**config.mk**
```make
export PLATFORM = sky130hd
export DESIGN_NAME = char_line_renderer
export DESIGN_NICKNAME = d
export VERILOG_FILES = /design/src/rtl/char_line_renderer.sv
export SDC_FILE = /design/constraint.sdc
export NUM_CORES = 1
export LEC_CHECK = 0
export ABC_CLOCK_PERIOD_IN_PS = 15400
export CAP_MARGIN = 20
export CELL_PAD_IN_SITES_DETAIL_PLACEMENT = 0
export CELL_PAD_IN_SITES_GLOBAL_PLACEMENT = 2
export CORE_AREA = 3 3 123 125
export DETAILED_ROUTE_END_ITERATION = 10
export DIE_AREA = 0 0 126 128
export DONT_BUFFER_PORTS = 1
export GPL_TIMING_DRIVEN = 1
export PLACE_DENSITY = 0.91
export SYNTH_ARGS = -nofsm -noshare
export SYNTH_HDL_FRONTEND = slang
export SYNTH_SLANG_ARGS = --single-unit
```
**constraint.sdc**
```tcl
create_clock -name clk -period 15.4 [get_ports clk]
set_input_delay 4.62 -clock clk [delete_from_list [all_inputs] [get_ports clk]]
set_output_delay 4.62 -clock clk [all_outputs]
set_load 0.05 [all_outputs]
```
**src/rtl/char_line_renderer.sv**
```systemverilog
// char_line_renderer: pixel mask for a horizontal line of bar-drawn glyphs.
// Two-stage pipeline: stage 1 resolves which cell the scan position falls
// in plus its local coordinates, and stage 2 looks up the segments into
// `display`. Text, position and scale are double-buffered. A new value is
// accepted through the load port and committed at the next frame_start.
// Optional feature macro: CHAR_BLINK_EN. It adds a per-char blink mask and
// a frame counter that hides the masked chars every other blink period.
module char_line_renderer #(
  parameter int NUM_CHARS    = 4,
  parameter int GAP          = 4,
  parameter int COORD_W      = 10,
  parameter int BLINK_FRAMES = 30
) (
  input  logic                   clk,
  input  logic                   reset_n,
  input  logic                   frame_start,
  input  logic                   pix_valid,
  input  logic [COORD_W-1:0]     x,
  input  logic [COORD_W-1:0]     y,
  input  logic                   load_valid,
  output logic                   load_ready,
  input  logic [4*NUM_CHARS-1:0] load_text,
  input  logic [COORD_W-1:0]     load_x,
  input  logic [COORD_W-1:0]     load_y,
  input  logic                   load_scale,
`ifdef CHAR_BLINK_EN
  input  logic [NUM_CHARS-1:0]   load_blink,
`endif
  output logic                   display
);

  localparam int CELL_W = 26;
  localparam int CELL_H = 40;
  localparam int PITCH1 = CELL_W + GAP;

  // Active (displayed) and shadow (pending) configuration
  logic [4*NUM_CHARS-1:0] text_reg, text_shadow_reg;
  logic [COORD_W-1:0]     pos_x_reg, pos_y_reg, pos_x_shadow_reg, pos_y_shadow_reg;
  logic                   scale_reg, scale_shadow_reg;
  logic                   pending_reg;

  // Ready is purely a function of state, never of load_valid
  assign load_ready = !pending_reg;

  // Load handshake and frame-start commit. A commit needs pending=1 and an
  // accept needs pending=0, so a load that lands on a frame_start waits for
  // the following frame_start.
  always_ff @(posedge clk) begin
    if (!reset_n) begin
      text_reg         <= '1;
      pos_x_reg        <= '0;
      pos_y_reg        <= '0;
      scale_reg        <= 1'b0;
      text_shadow_reg  <= '1;
      pos_x_shadow_reg <= '0;
      pos_y_shadow_reg <= '0;
      scale_shadow_reg <= 1'b0;
      pending_reg      <= 1'b0;
    end else if (frame_start && pending_reg) begin
      text_reg    <= text_shadow_reg;
      pos_x_reg   <= pos_x_shadow_reg;
      pos_y_reg   <= pos_y_shadow_reg;
      scale_reg   <= scale_shadow_reg;
      pending_reg <= 1'b0;
    end else if (load_valid && !pending_reg) begin
      text_shadow_reg  <= load_text;
      pos_x_shadow_reg <= load_x;
      pos_y_shadow_reg <= load_y;
      scale_shadow_reg <= load_scale;
      pending_reg      <= 1'b1;
    end
  end

`ifdef CHAR_BLINK_EN
  localparam int BW = $clog2(BLINK_FRAMES + 1);
  logic [NUM_CHARS-1:0] blink_reg, blink_shadow_reg;
  logic [BW-1:0]        frame_cnt_reg;
  logic                 phase_reg;

  // Blink mask shadowing plus the frame counter that flips the phase on wrap
  always_ff @(posedge clk) begin
    if (!reset_n) begin
      blink_reg        <= '0;
      blink_shadow_reg <= '0;
      frame_cnt_reg    <= '0;
      phase_reg        <= 1'b0;
    end else begin
      if (frame_start && pending_reg) begin
        blink_reg <= blink_shadow_reg;
      end else if (load_valid && !pending_reg) begin
        blink_shadow_reg <= load_blink;
      end
      if (frame_start) begin
        if (frame_cnt_reg == BW'(BLINK_FRAMES - 1)) begin
          frame_cnt_reg <= '0;
          phase_reg     <= !phase_reg;
        end else begin
          frame_cnt_reg <= frame_cnt_reg + 1'b1;
        end
      end
    end
  end
`else
  logic unused_blink_cfg;
  assign unused_blink_cfg = ^32'(BLINK_FRAMES);
`endif

  // Stage 1 geometry. The subtractions carry one extra bit so that a scan
  // position left of / above the line shows up as a set MSB.
  logic [COORD_W:0]     dx, dy;
  logic [31:0]          dx_u, dy_u, pitch, cell_w, cell_h;
  logic [31:0]          cell_start [NUM_CHARS];
  logic [NUM_CHARS-1:0] col_hit;
  logic                 row_hit;

  assign dx      = {1'b0, x} - {1'b0, pos_x_reg};
  assign dy      = {1'b0, y} - {1'b0, pos_y_reg};
  assign dx_u    = 32'(dx[COORD_W-1:0]);
  assign dy_u    = 32'(dy[COORD_W-1:0]);
  assign pitch   = scale_reg ? 32'(2 * PITCH1) : 32'(PITCH1);
  assign cell_w  = scale_reg ? 32'(2 * CELL_W) : 32'(CELL_W);
  assign cell_h  = scale_reg ? 32'(2 * CELL_H) : 32'(CELL_H);
  assign row_hit = !dy[COORD_W] && (dy_u < cell_h);

  for (genvar gi = 0; gi < NUM_CHARS; gi++) begin : g_cell
    assign cell_start[gi] = pitch * 32'(gi);
    assign col_hit[gi]    = !dx[COORD_W] && (dx_u >= cell_start[gi]) &&
                            (dx_u < cell_start[gi] + cell_w);
  end

  logic [3:0] sel_code;
  logic [6:0] sel_off;
  logic       sel_hidden;

  // Pick the glyph code and column offset of the cell under the scan
  // position; cells never overlap, so at most one col_hit bit is set.
  always_comb begin
    sel_code   = 4'hF;
    sel_off    = '0;
    sel_hidden = 1'b0;
    for (int k = 0; k < NUM_CHARS; k++) begin
      if (col_hit[k]) begin
        sel_code = text_reg[4*k +: 4];
        sel_off  = 7'(dx_u - cell_start[k]);
`ifdef CHAR_BLINK_EN
        sel_hidden = phase_reg && blink_reg[k];
`endif
      end
    end
  end

  logic       s1_hit_reg;
  logic [3:0] s1_code_reg;
  logic [5:0] s1_lx_reg, s1_ly_reg;

  // Stage 1 register: hit flag, glyph code and unscaled local coordinates
  always_ff @(posedge clk) begin
    if (!reset_n) begin
      s1_hit_reg  <= 1'b0;
      s1_code_reg <= 4'hF;
      s1_lx_reg   <= '0;
      s1_ly_reg   <= '0;
    end else begin
      s1_hit_reg  <= pix_valid && row_hit && (|col_hit) && !sel_hidden;
      s1_code_reg <= sel_code;
      s1_lx_reg   <= scale_reg ? sel_off[6:1] : sel_off[5:0];
      s1_ly_reg   <= scale_reg ? dy[6:1] : dy[5:0];
    end
  end

  // Segment geometry (bit 0 = a ... bit 7 = h) and per-code segment masks
  logic [7:0] seg_on, seg_mask;
  always_comb begin
    seg_on[0] = (s1_lx_reg >= 6'd5)  && (s1_lx_reg < 6'd21) && (s1_ly_reg < 6'd5);
    seg_on[1] = (s1_lx_reg >= 6'd16) && (s1_lx_reg < 6'd21) && (s1_ly_reg < 6'd23);
    seg_on[2] = (s1_lx_reg >= 6'd16) && (s1_lx_reg < 6'd21) &&
                (s1_ly_reg >= 6'd18) && (s1_ly_reg < 6'd40);
    seg_on[3] = (s1_lx_reg >= 6'd5)  && (s1_lx_reg < 6'd21) &&
                (s1_ly_reg >= 6'd35) && (s1_ly_reg < 6'd40);
    seg_on[4] = (s1_lx_reg >= 6'd5)  && (s1_lx_reg < 6'd10) &&
                (s1_ly_reg >= 6'd18) && (s1_ly_reg < 6'd40);
    seg_on[5] = (s1_lx_reg >= 6'd5)  && (s1_lx_reg < 6'd10) && (s1_ly_reg < 6'd23);
    seg_on[6] = (s1_lx_reg >= 6'd5)  && (s1_lx_reg < 6'd21) &&
                (s1_ly_reg >= 6'd18) && (s1_ly_reg < 6'd23);
    seg_on[7] = (s1_lx_reg >= 6'd10) && (s1_lx_reg < 6'd16) &&
                (s1_ly_reg >= 6'd5)  && (s1_ly_reg < 6'd35);
    case (s1_code_reg)
      4'd0:    seg_mask = 8'h3F;
      4'd1:    seg_mask = 8'h06;
      4'd2:    seg_mask = 8'h5B;
      4'd3:    seg_mask = 8'h4F;
      4'd4:    seg_mask = 8'h66;
      4'd5:    seg_mask = 8'h6D;
      4'd6:    seg_mask = 8'h7D;
      4'd7:    seg_mask = 8'h07;
      4'd8:    seg_mask = 8'h7F;
      4'd9:    seg_mask = 8'h6F;
      4'd10:   seg_mask = 8'h89;  // I: a, d, h
      4'd11:   seg_mask = 8'h73;  // P: a, b, e, f, g
      4'd12:   seg_mask = 8'h40;  // -: g
      default: seg_mask = 8'h00;
    endcase
  end

  logic display_reg;
  assign display = display_reg;

  // Stage 2 register: final lit flag
  always_ff @(posedge clk) begin
    if (!reset_n) begin
      display_reg <= 1'b0;
    end else begin
      display_reg <= s1_hit_reg && (|(seg_on & seg_mask));
    end
  end

endmodule

```
==> flow_summary_export.csv, run 1 <==
group,metric,value,unit
grt,grt_pass1_wl,23.7,mm
yosys,synthFlopType,"dfxtp_1",
hold_path,hold_path.class,"reg2reg",
outcome,status,"complete, no violations",
yosys,syn-num-nets,849,
final_layout,layout.nets,833,
routing,drt_iter0_markers,306,
clock_network,cts_inserted_buffers,9,
clock_network,clockRootBuffer,"clkbuf_16",
timing,hold_viol,0,
final_layout,final_common_cell,"nand2_1",
clock_network,clkTransAtPathRegs,0.07,ns
clock_network,cts_setup_buffers,0,
timing,setup_viol,0,
place,place_area,0.00589,mm^2
grt,antenna_found_initial,0,
routing,firstDrtPassIters,5,
run,maxCapViolations,0,
worst_setup_path,cp_top_family,"compound AO/OA/AOI/OAI gates",
timing,post-route-period-util,0.582,
worst_setup_path,crit_type,"in2reg",
die,die_area,0.0161,mm^2
yosys,yosys.cell_types.count,80,
hold_path,hold_start,"pos_x_shadow_reg[5]",
worst_setup_path,r2r_slack,10.40,ns
worst_setup_path,critPathBufInv,3,
worst_setup_path,regToRegStartpoint,"pos_x_reg[0]",
timing,hold_slack,0.456,ns
grt,grt_overflow,0,
clock_network,holdBufCountCts,0,
place,pre_cts_ws,6.15,ns
worst_setup_path,end_kind,"flip-flop",
worst_setup_path,cp_slowest_cell,"o41ai_1",
routing,drc,0,
worst_setup_path,cpPeakStageDelay,0.61,ns
worst_setup_path,reg2reg_to,"seg_mask[3]",
timing,clock.fmax,0.112,GHz
yosys,synth_seq_area_share,0.337,
worst_setup_path,start_kind,"input pin",
die,io_pins,64,
worst_setup_path,worstPathCellList,"inv_1 -> ha_1 -> inv_1 -> fa_1 -> a211o_1 -> and4_1 -> nor3_2 -> inv_1 -> ha_1 -> o41ai_1 -> and3_4 -> o211a_2 -> a21oi_1 -> a21oi_2 -> nand2_1 -> ha_1 -> mux2i_1 -> o22ai_1",
pwr,peakVddDrop,0.0000531,V
yosys,synth_enable_flop_cells,0,
timing,layout_min_cycle_time,8.97,ns
die,core,0.0140,mm^2
place,place_congestion,0.913,
final_layout,n_antenna_cell,0,
clock_network,tritoncts,"yes",
timing,tightest_slew,0.916,ns
hold_path,holdPathEnd,"pos_x_shadow_reg[5]",
timing,fin_tns_setup,0,ns
yosys,async_reset_ff_frac,0,
clock_network,clock_sinks,97,
clock_network,h-tree-depth,3,
yosys,netlist_area,0.00577,mm^2
yosys,yosys.area.top_type_share,0.337,
worst_setup_path,crit_path_max_fanout,12,
grt,grt_usage,0.178,
timing,rsz0062_at_grt,"no",
yosys,synthCells,742,
routing,viasPerCell,5.48,
final_layout,finish.instance_area,0.00621,mm^2
routing,ant_nets,0,
final_layout,n_fill_cell,1437,
grt,grt_pass1_vias,4806,
place,port_buffers,0,
routing,avgRoutedWirePerCell,15.9,um
timing,maxSlewViolCount,0,
die,die_y,128,um
final_layout,syn2layout_area_growth,7.65,%
clock_network,cts_max_path_buffers,2,
timing,maxSlewHeadroom,0.388,
yosys,avgSynthCellArea,7.78,um^2
final_layout,layout-drive-gt1-share,0.0588,
routing,routed_wl,14.5,mm
die,start_util,0.413,
worst_setup_path,ff2ff_path_depth,17,
yosys,synth-seq-cells,97,
die,rows,43,
grt,grt_max_degree,55,
timing,clock-skew-final,0.0140,ns
yosys,yosys_warnings,0,
worst_setup_path,critPathRequiredTime,15.57,ns
pwr,p_leak,2.49,nW
yosys,synth_area_leader_cell,"dfxtp_1",
die,die_w,126,um
routing,num_vias,4994,
final_layout,final_cell_mix,"172 x nand2_1, 97 x dfxtp_1, 69 x a21oi_1",
timing,worst_slack,6.43,ns
hold_path,hold_depth,2,
place,dpl.hpwl,11.2,mm
pwr,power_density,98.6,mW/mm^2
clock_network,clock_latency,0.34,ns
yosys,synthTopCellsByArea,"dfxtp_1 34%, nand2_1 11%, ha_1 9.3%",
clock_network,cts-resized-gates,0,
worst_setup_path,arrival,9.14,ns
[layer usage]
metal | up-vias | GRT usage | share of wire
met1 | 2318 | 0.238 | 0.48
met4 | 0 | 0.0442 | 0.017
met5 | - | 0 | 0
li1 | 2572 | - | -
met2 | 91 | 0.295 | 0.47
met3 | 13 | 0.0371 | 0.037
[cells by family (layout without fill, tap and decap cells)]
logic type / count (synthesis) / count (layout) / synth area share
mux: 10 / 10 / 0.0178
fa+ha+maj: 45 / 45 / 0.100
buf+inv: 83 / 72 / 0.0572
xor+xnor: 13 / 13 / 0.0210
simple gates: 296 / 296 / 0.227
compound gates: 198 / 198 / 0.241
flops: 97 / 97 / 0.337
[worst max path at each step]
stage,startpoint,to,slack [ns],cells past startpoint
3_5_place_dp,x[0],seg_mask[3],6.15,18
6_report,x[0],seg_mask[3],6.43,18
5_1_grt,x[0],seg_mask[0],6.18,20
2_1_floorplan,x[0],seg_mask[6],7.00,19
4_1_cts,x[0],seg_mask[3],6.50,18
3_3_place_gp,x[0],seg_mask[3],6.32,18
[worst register-to-register path, delay by kind of cell, from the launching register on]
kind | cells | cell delay, ns
adders and majority gates | 4 | 1.35
muxes | 1 | 0.15
buffers and inverters | 2 | 0.23
AOI/OAI and AO/OA | 6 | 1.84
DFF | 1 | 0.36
and+or+nand+nor | 4 | 0.91
[cells in the mapped netlist, drive strengths merged, types with 9 or more instances]
library cell	n
nand2	172
dfxtp	97
a21oi	71
inv	51
ha	43
nand3	37
nor2	31
clkbuf	25
o21ai	25
nand2b	12
nor3	12
o211ai	12
o21a	9
[area by class of cell]
type                    count  area [um^2]  share of cell area
multi-input cells         562         3500               0.564
flip-flops and latches     97         1940               0.313
clock buffers              11          253              0.0407
well taps                 180          225              0.0363
inverters                  51          191              0.0308
repair buffers              5         57.6             0.00926
clock inverters             5         42.5             0.00685
[metrics by stage]
step	instances	total power, W	util
after floorplan	742	0.000373	-
after global placement	894	0.000399	0.421
after detailed placement	894	0.000400	0.421
after CTS	910	0.000617	0.442
after global routing	911	0.000644	0.444
final	911	0.000613	0.444
[where the power goes]
part	internal (W)	switching [W]	total, W
Sequential	0.000264	0.00000763	0.000272
Clock	0.000121	0.0000962	0.000217
Combinational	0.0000468	0.0000777	0.000124
(Power assumes the default switching activity.)
==> run 2, diff against run 1 <==
==> config.mk (replaced) <==
export PLATFORM = sky130hd
export DESIGN_NAME = char_line_renderer
export DESIGN_NICKNAME = d
export VERILOG_FILES = /design/src/rtl/char_line_renderer.sv
export SDC_FILE = /design/constraint.sdc
export NUM_CORES = 1
export LEC_CHECK = 0
export ABC_CLOCK_PERIOD_IN_PS = 7930
export CAP_MARGIN = 20
export CELL_PAD_IN_SITES_DETAIL_PLACEMENT = 0
export CELL_PAD_IN_SITES_GLOBAL_PLACEMENT = 2
export CORE_AREA = 3 3 135 137
export DETAILED_ROUTE_END_ITERATION = 10
export DIE_AREA = 0 0 138 140
export DONT_BUFFER_PORTS = 1
export GPL_TIMING_DRIVEN = 1
export PLACE_DENSITY = 0.81
export SYNTH_ARGS = -nofsm -noshare
export SYNTH_HDL_FRONTEND = slang
export SYNTH_SLANG_ARGS = --single-unit
==> constraint.sdc (replaced) <==
create_clock -name clk -period 7.93 [get_ports clk]
set_input_delay 2.379 -clock clk [delete_from_list [all_inputs] [get_ports clk]]
set_output_delay 2.379 -clock clk [all_outputs]
set_load 0.05 [all_outputs]
==> flow_summary_export.csv, run 2 (synthesis results as in run 1) <==
group,metric,value,unit
pwr,p_leak,2.50,nW
pwr,clkPwrFrac,0.363,
place,place_congestion,0.902,
die,die_w,138,um
clock_network,clock_sinks,97,
clock_network,cts_setup_buffers,0,
timing,tightest_slew,0.932,ns
timing,hold_viol,0,
final_layout,n_antenna_cell,0,
timing,rsz0062_at_grt,"no",
pwr,intPower,0.000858,W
worst_setup_path,crit_type,"in2reg",
timing,setup_viol,0,
final_layout,finish.instance_area,0.00629,mm^2
grt,grt_pass1_wl,24.8,mm
place,place_area,0.00595,mm^2
routing,viasPerCell,5.24,
place,port_buffers,0,
timing,post-route-period-util,0.842,
timing,fin_tns_setup,0,ns
final_layout,layout-drive-gt1-share,0.0601,
run,maxCapViolations,0,
die,rows,48,
timing,clock-skew-final,0.00653,ns
grt,grt_max_degree,55,
die,die_y,140,um
routing,firstDrtPassIters,5,
clock_network,cts-resized-gates,0,
clock_network,holdBufCountCts,0,
clock_network,tritoncts,"yes",
pwr,p_sw,0.000355,W
grt,antenna_found_initial,0,
routing,routed_wl,15.1,mm
die,start_util,0.336,
clock_network,clockRootBuffer,"clkbuf_16",
routing,num_vias,5018,
timing,clock.fmax,0.150,GHz
routing,drt_iter0_markers,403,
place,dpl.hpwl,11.6,mm
pwr,swShare,0.293,
die,die_area,0.0193,mm^2
timing,maxSlewViolCount,0,
die,io_pins,64,
grt,grt_overflow,0,
worst_setup_path,r2r_slack,2.88,ns
clock_network,h-tree-depth,3,
final_layout,final_cell_mix,"172 x nand2_1, 97 x dfxtp_1, 69 x a21oi_1",
grt,grt_pass1_vias,4857,
outcome,status,"complete, no violations",
timing,layout_min_cycle_time,6.68,ns
routing,avgRoutedWirePerCell,15.8,um
clock_network,cts_max_path_buffers,2,
worst_setup_path,crit_path_max_fanout,12,
pwr,peakVddDrop,0.000103,V
final_layout,syn2layout_area_growth,8.93,%
worst_setup_path,start_kind,"input pin",
routing,ant_nets,0,
die,core,0.0172,mm^2
worst_setup_path,arrival,6.87,ns
pwr,pwr-share-comb,0.202,
hold_path,hold_path.class,"reg2reg",
worst_setup_path,critPathRequiredTime,8.12,ns
routing,drc,0,
pwr,power_density,193,mW/mm^2
clock_network,clock_latency,0.34,ns
clock_network,cts_inserted_buffers,9,
grt,grt_usage,0.155,
final_layout,layout.nets,834,
timing,maxSlewHeadroom,0.378,
final_layout,final_common_cell,"nand2_1",
pwr,seqPwrFrac,0.435,
clock_network,clkTransAtPathRegs,0.07,ns
worst_setup_path,end_kind,"flip-flop",
## run 2: final cells by class
type	count	area, um^2
inverter	51	191
sequential	97	1940
tap	225	282
timing repair buffer	6	65.1
fill	1851	10900
clock buffer	10	239
clock inverter	6	66.3
multi-input combinational	562	3500
## run 2: worst paths after layout
path,start,end,depth (start not counted)
setup / recovery,x[0],seg_mask[3],18
hold / removal,pos_x_shadow_reg[7],pos_x_reg[7],2
setup reg to reg,pos_x_reg[0],seg_mask[3],17
hold reg to reg,pos_x_shadow_reg[7],pos_x_reg[7],2
## run 2: critical path: stages
cell,delay [ns]
inv_1,0.04
ha_1,0.15
inv_1,0.05
fa_1,0.41
a211o_1,0.34
and4_1,0.22
nor3_2,0.26
inv_1,0.18
ha_1,0.36
o41ai_1,0.59
and3_4,0.32
o211a_2,0.37
a21oi_1,0.17
a21oi_2,0.28
nand2_1,0.14
ha_1,0.34
mux2i_1,0.17
o22ai_1,0.11
## run 2: metrics by stage
step / cells / setup WS [ns] / hold WS, ns / utilization / total power, W
floorplan: 742 / 1.77 / 0.426 / - / 0.000725
global placement: 940 / 1.05 / 0.441 / 0.347 / 0.000779
detailed placement: 940 / 0.926 / 0.443 / 0.347 / 0.000781
CTS: 956 / 1.30 / 0.452 / 0.364 / 0.00122
global route: 957 / 0.973 / 0.474 / 0.366 / 0.00127
finish: 957 / 1.25 / 0.452 / 0.366 / 0.00121
## run 2: routing by layer
| metal | wire, um | track usage |
|---|---|---|
| met1 | 7180 | 0.205 |
| met2 | 7020 | 0.255 |
| met3 | 640 | 0.0345 |
| met4 | 294 | 0.0484 |
| met5 | 0 | 0 |
## run 2: power groups by stage
stage / registers [W] / clock network, W / logic, W
2_1_floorplan: 0.000534 / 0 / 0.000192
3_3_place_gp: 0.000538 / 0 / 0.000241
3_5_place_dp: 0.000539 / 0 / 0.000242
4_1_cts: 0.000528 / 0.000453 / 0.000243
5_1_grt: 0.000531 / 0.000469 / 0.000275
6_report: 0.000528 / 0.000441 / 0.000245
==> run 3, diff against run 2 <==
--- a/config.mk
+++ b/config.mk
@@ -5,7 +5,7 @@
 export SDC_FILE = /design/constraint.sdc
 export NUM_CORES = 1
 export LEC_CHECK = 0
-export ABC_CLOCK_PERIOD_IN_PS = 7930
+export ABC_CLOCK_PERIOD_IN_PS = 5430
 export CAP_MARGIN = 20
 export CELL_PAD_IN_SITES_DETAIL_PLACEMENT = 0
 export CELL_PAD_IN_SITES_GLOBAL_PLACEMENT = 2
==> constraint.sdc (replaced) <==
create_clock -name clk -period 5.43 [get_ports clk]
set_input_delay 1.629 -clock clk [delete_from_list [all_inputs] [get_ports clk]]
set_output_delay 1.629 -clock clk [all_outputs]
set_load 0.05 [all_outputs]
==> flow_summary_export.csv, run 3 (synthesis results as in run 1) <==
group,metric,value,unit
final_layout,n_antenna_cell,0,
die,die_w,138,um
timing,maxSlewHeadroom,0.369,
clock_network,cts_inserted_buffers,9,
place,dpl.hpwl,11.8,mm
clock_network,h-tree-depth,3,
pwr,peakVddDrop,0.000189,V
routing,avgRoutedWirePerCell,15.5,um
die,rows,48,
die,die_y,140,um
routing,viasPerCell,5.22,
final_layout,layout-drive-gt1-share,0.102,
grt,grt_overflow,0,
die,die_area,0.0193,mm^2
pwr,p_leak,2.64,nW
hold_path,hold_path.class,"reg2reg",
clock_network,tritoncts,"yes",
die,io_pins,64,
timing,hold_slack,0.452,ns
place,port_buffers,0,
clock_network,cts_setup_buffers,0,
clock_network,clkTransAtPathRegs,0.07,ns
die,start_util,0.336,
clock_network,cts-resized-gates,0,
run,maxCapViolations,0,
timing,setup_viol,0,
timing,layout_min_cycle_time,5.15,ns
die,core,0.0172,mm^2
grt,grt_pass1_vias,5118,
final_layout,layout.nets,863,
timing,hold_viol,0,
timing,clock-skew-final,0.0112,ns
worst_setup_path,critPathRequiredTime,5.64,ns
timing,maxSlewViolCount,0,
routing,ant_nets,0,
pwr,power_density,275,mW/mm^2
grt,grt_usage,0.158,
final_layout,syn2layout_area_growth,13.4,%
timing,clock.fmax,0.194,GHz
routing,num_vias,5148,
final_layout,final_common_cell,"nand2_1",
routing,firstDrtPassIters,5,
clock_network,clock_latency,0.35,ns
worst_setup_path,crit_path_max_fanout,6,
clock_network,clock_sinks,97,
clock_network,holdBufCountCts,0,
final_layout,final_core_util,0.381,
routing,drt_iter0_markers,224,
place,place_congestion,0.914,
clock_network,clockRootBuffer,"clkbuf_16",
grt,antenna_found_initial,0,
pwr,power,0.00180,W
worst_setup_path,start_kind,"input pin",
timing,tightest_slew,0.945,ns
worst_setup_path,arrival,5.37,ns
routing,routed_wl,15.3,mm
timing,fin_tns_setup,0,ns
timing,post-route-period-util,0.949,
worst_setup_path,r2r_slack,1.08,ns
outcome,status,"complete, no violations",
worst_setup_path,end_kind,"flip-flop",
routing,drc,0,
clock_network,cts_max_path_buffers,2,
final_layout,final_cell_mix,"171 x nand2_1, 97 x dfxtp_1, 68 x a21oi_1",
grt,grt_max_degree,55,
grt,grt_pass1_wl,25.5,mm
worst_setup_path,crit_type,"in2reg",
## run 3: area by class of cell
class                      count  area (um^2)
sequential                    97         1940
tap                          225          282
clock buffer                   9          225
clock inverter                 7         76.3
fill                        1858        10600
timing repair buffer          35          283
inverter                      51          191
multi-input combinational    562         3550
## run 3: path summary, 6_finish.rpt
check | start | endpoint | cells after the start
worst max-delay path | x[2] | seg_mask[3] | 17
worst min register to register | s1_hit_reg | display | 2
worst min-delay path | s1_hit_reg | display | 2
worst max register to register | pos_x_reg[2] | seg_mask[3] | 18
## run 3: through the flow
| step | std cells | cell area (um^2) | worst slack, ns |
|---|---|---|---|
| after floorplan | 742 | 5770 | 0.0212 |
| after global placement | 969 | 6170 | 0.0428 |
| after detailed placement | 969 | 6170 | -0.236 |
| after CTS | 985 | 6470 | 0.0952 |
| after global routing | 986 | 6550 | -0.00505 |
| final | 986 | 6550 | 0.277 |
## run 3: critical path: stages
cell      delay [ns]
ha_1            0.23
nor2_1          0.25
a21oi_1         0.16
xor2_2          0.17
ha_1            0.41
inv_1           0.10
a221o_1         0.38
buf_4           0.16
a41oi_1         0.25
o41ai_2         0.12
and3_4          0.20
a31oi_1         0.21
o221ai_1        0.17
a31o_2          0.29
ha_1            0.34
mux2i_1         0.17
o22ai_1         0.12
## run 3: metal layers
| layer | vias to the layer above | global-route usage | wire length [um] |
|---|---|---|---|
| li1 | 2632 | - | - |
| met1 | 2410 | 0.204 | 7200 |
| met2 | 92 | 0.268 | 7340 |
| met3 | 14 | 0.0369 | 529 |
| met4 | 0 | 0.0411 | 205 |
| met5 | - | 0 | 0 |
## run 3: power by group
part / total [W] / internal, W / switching, W
Combinational: 0.000389 / 0.000158 / 0.000231
Clock: 0.000637 / 0.000361 / 0.000276
Sequential: 0.000771 / 0.000749 / 0.0000219
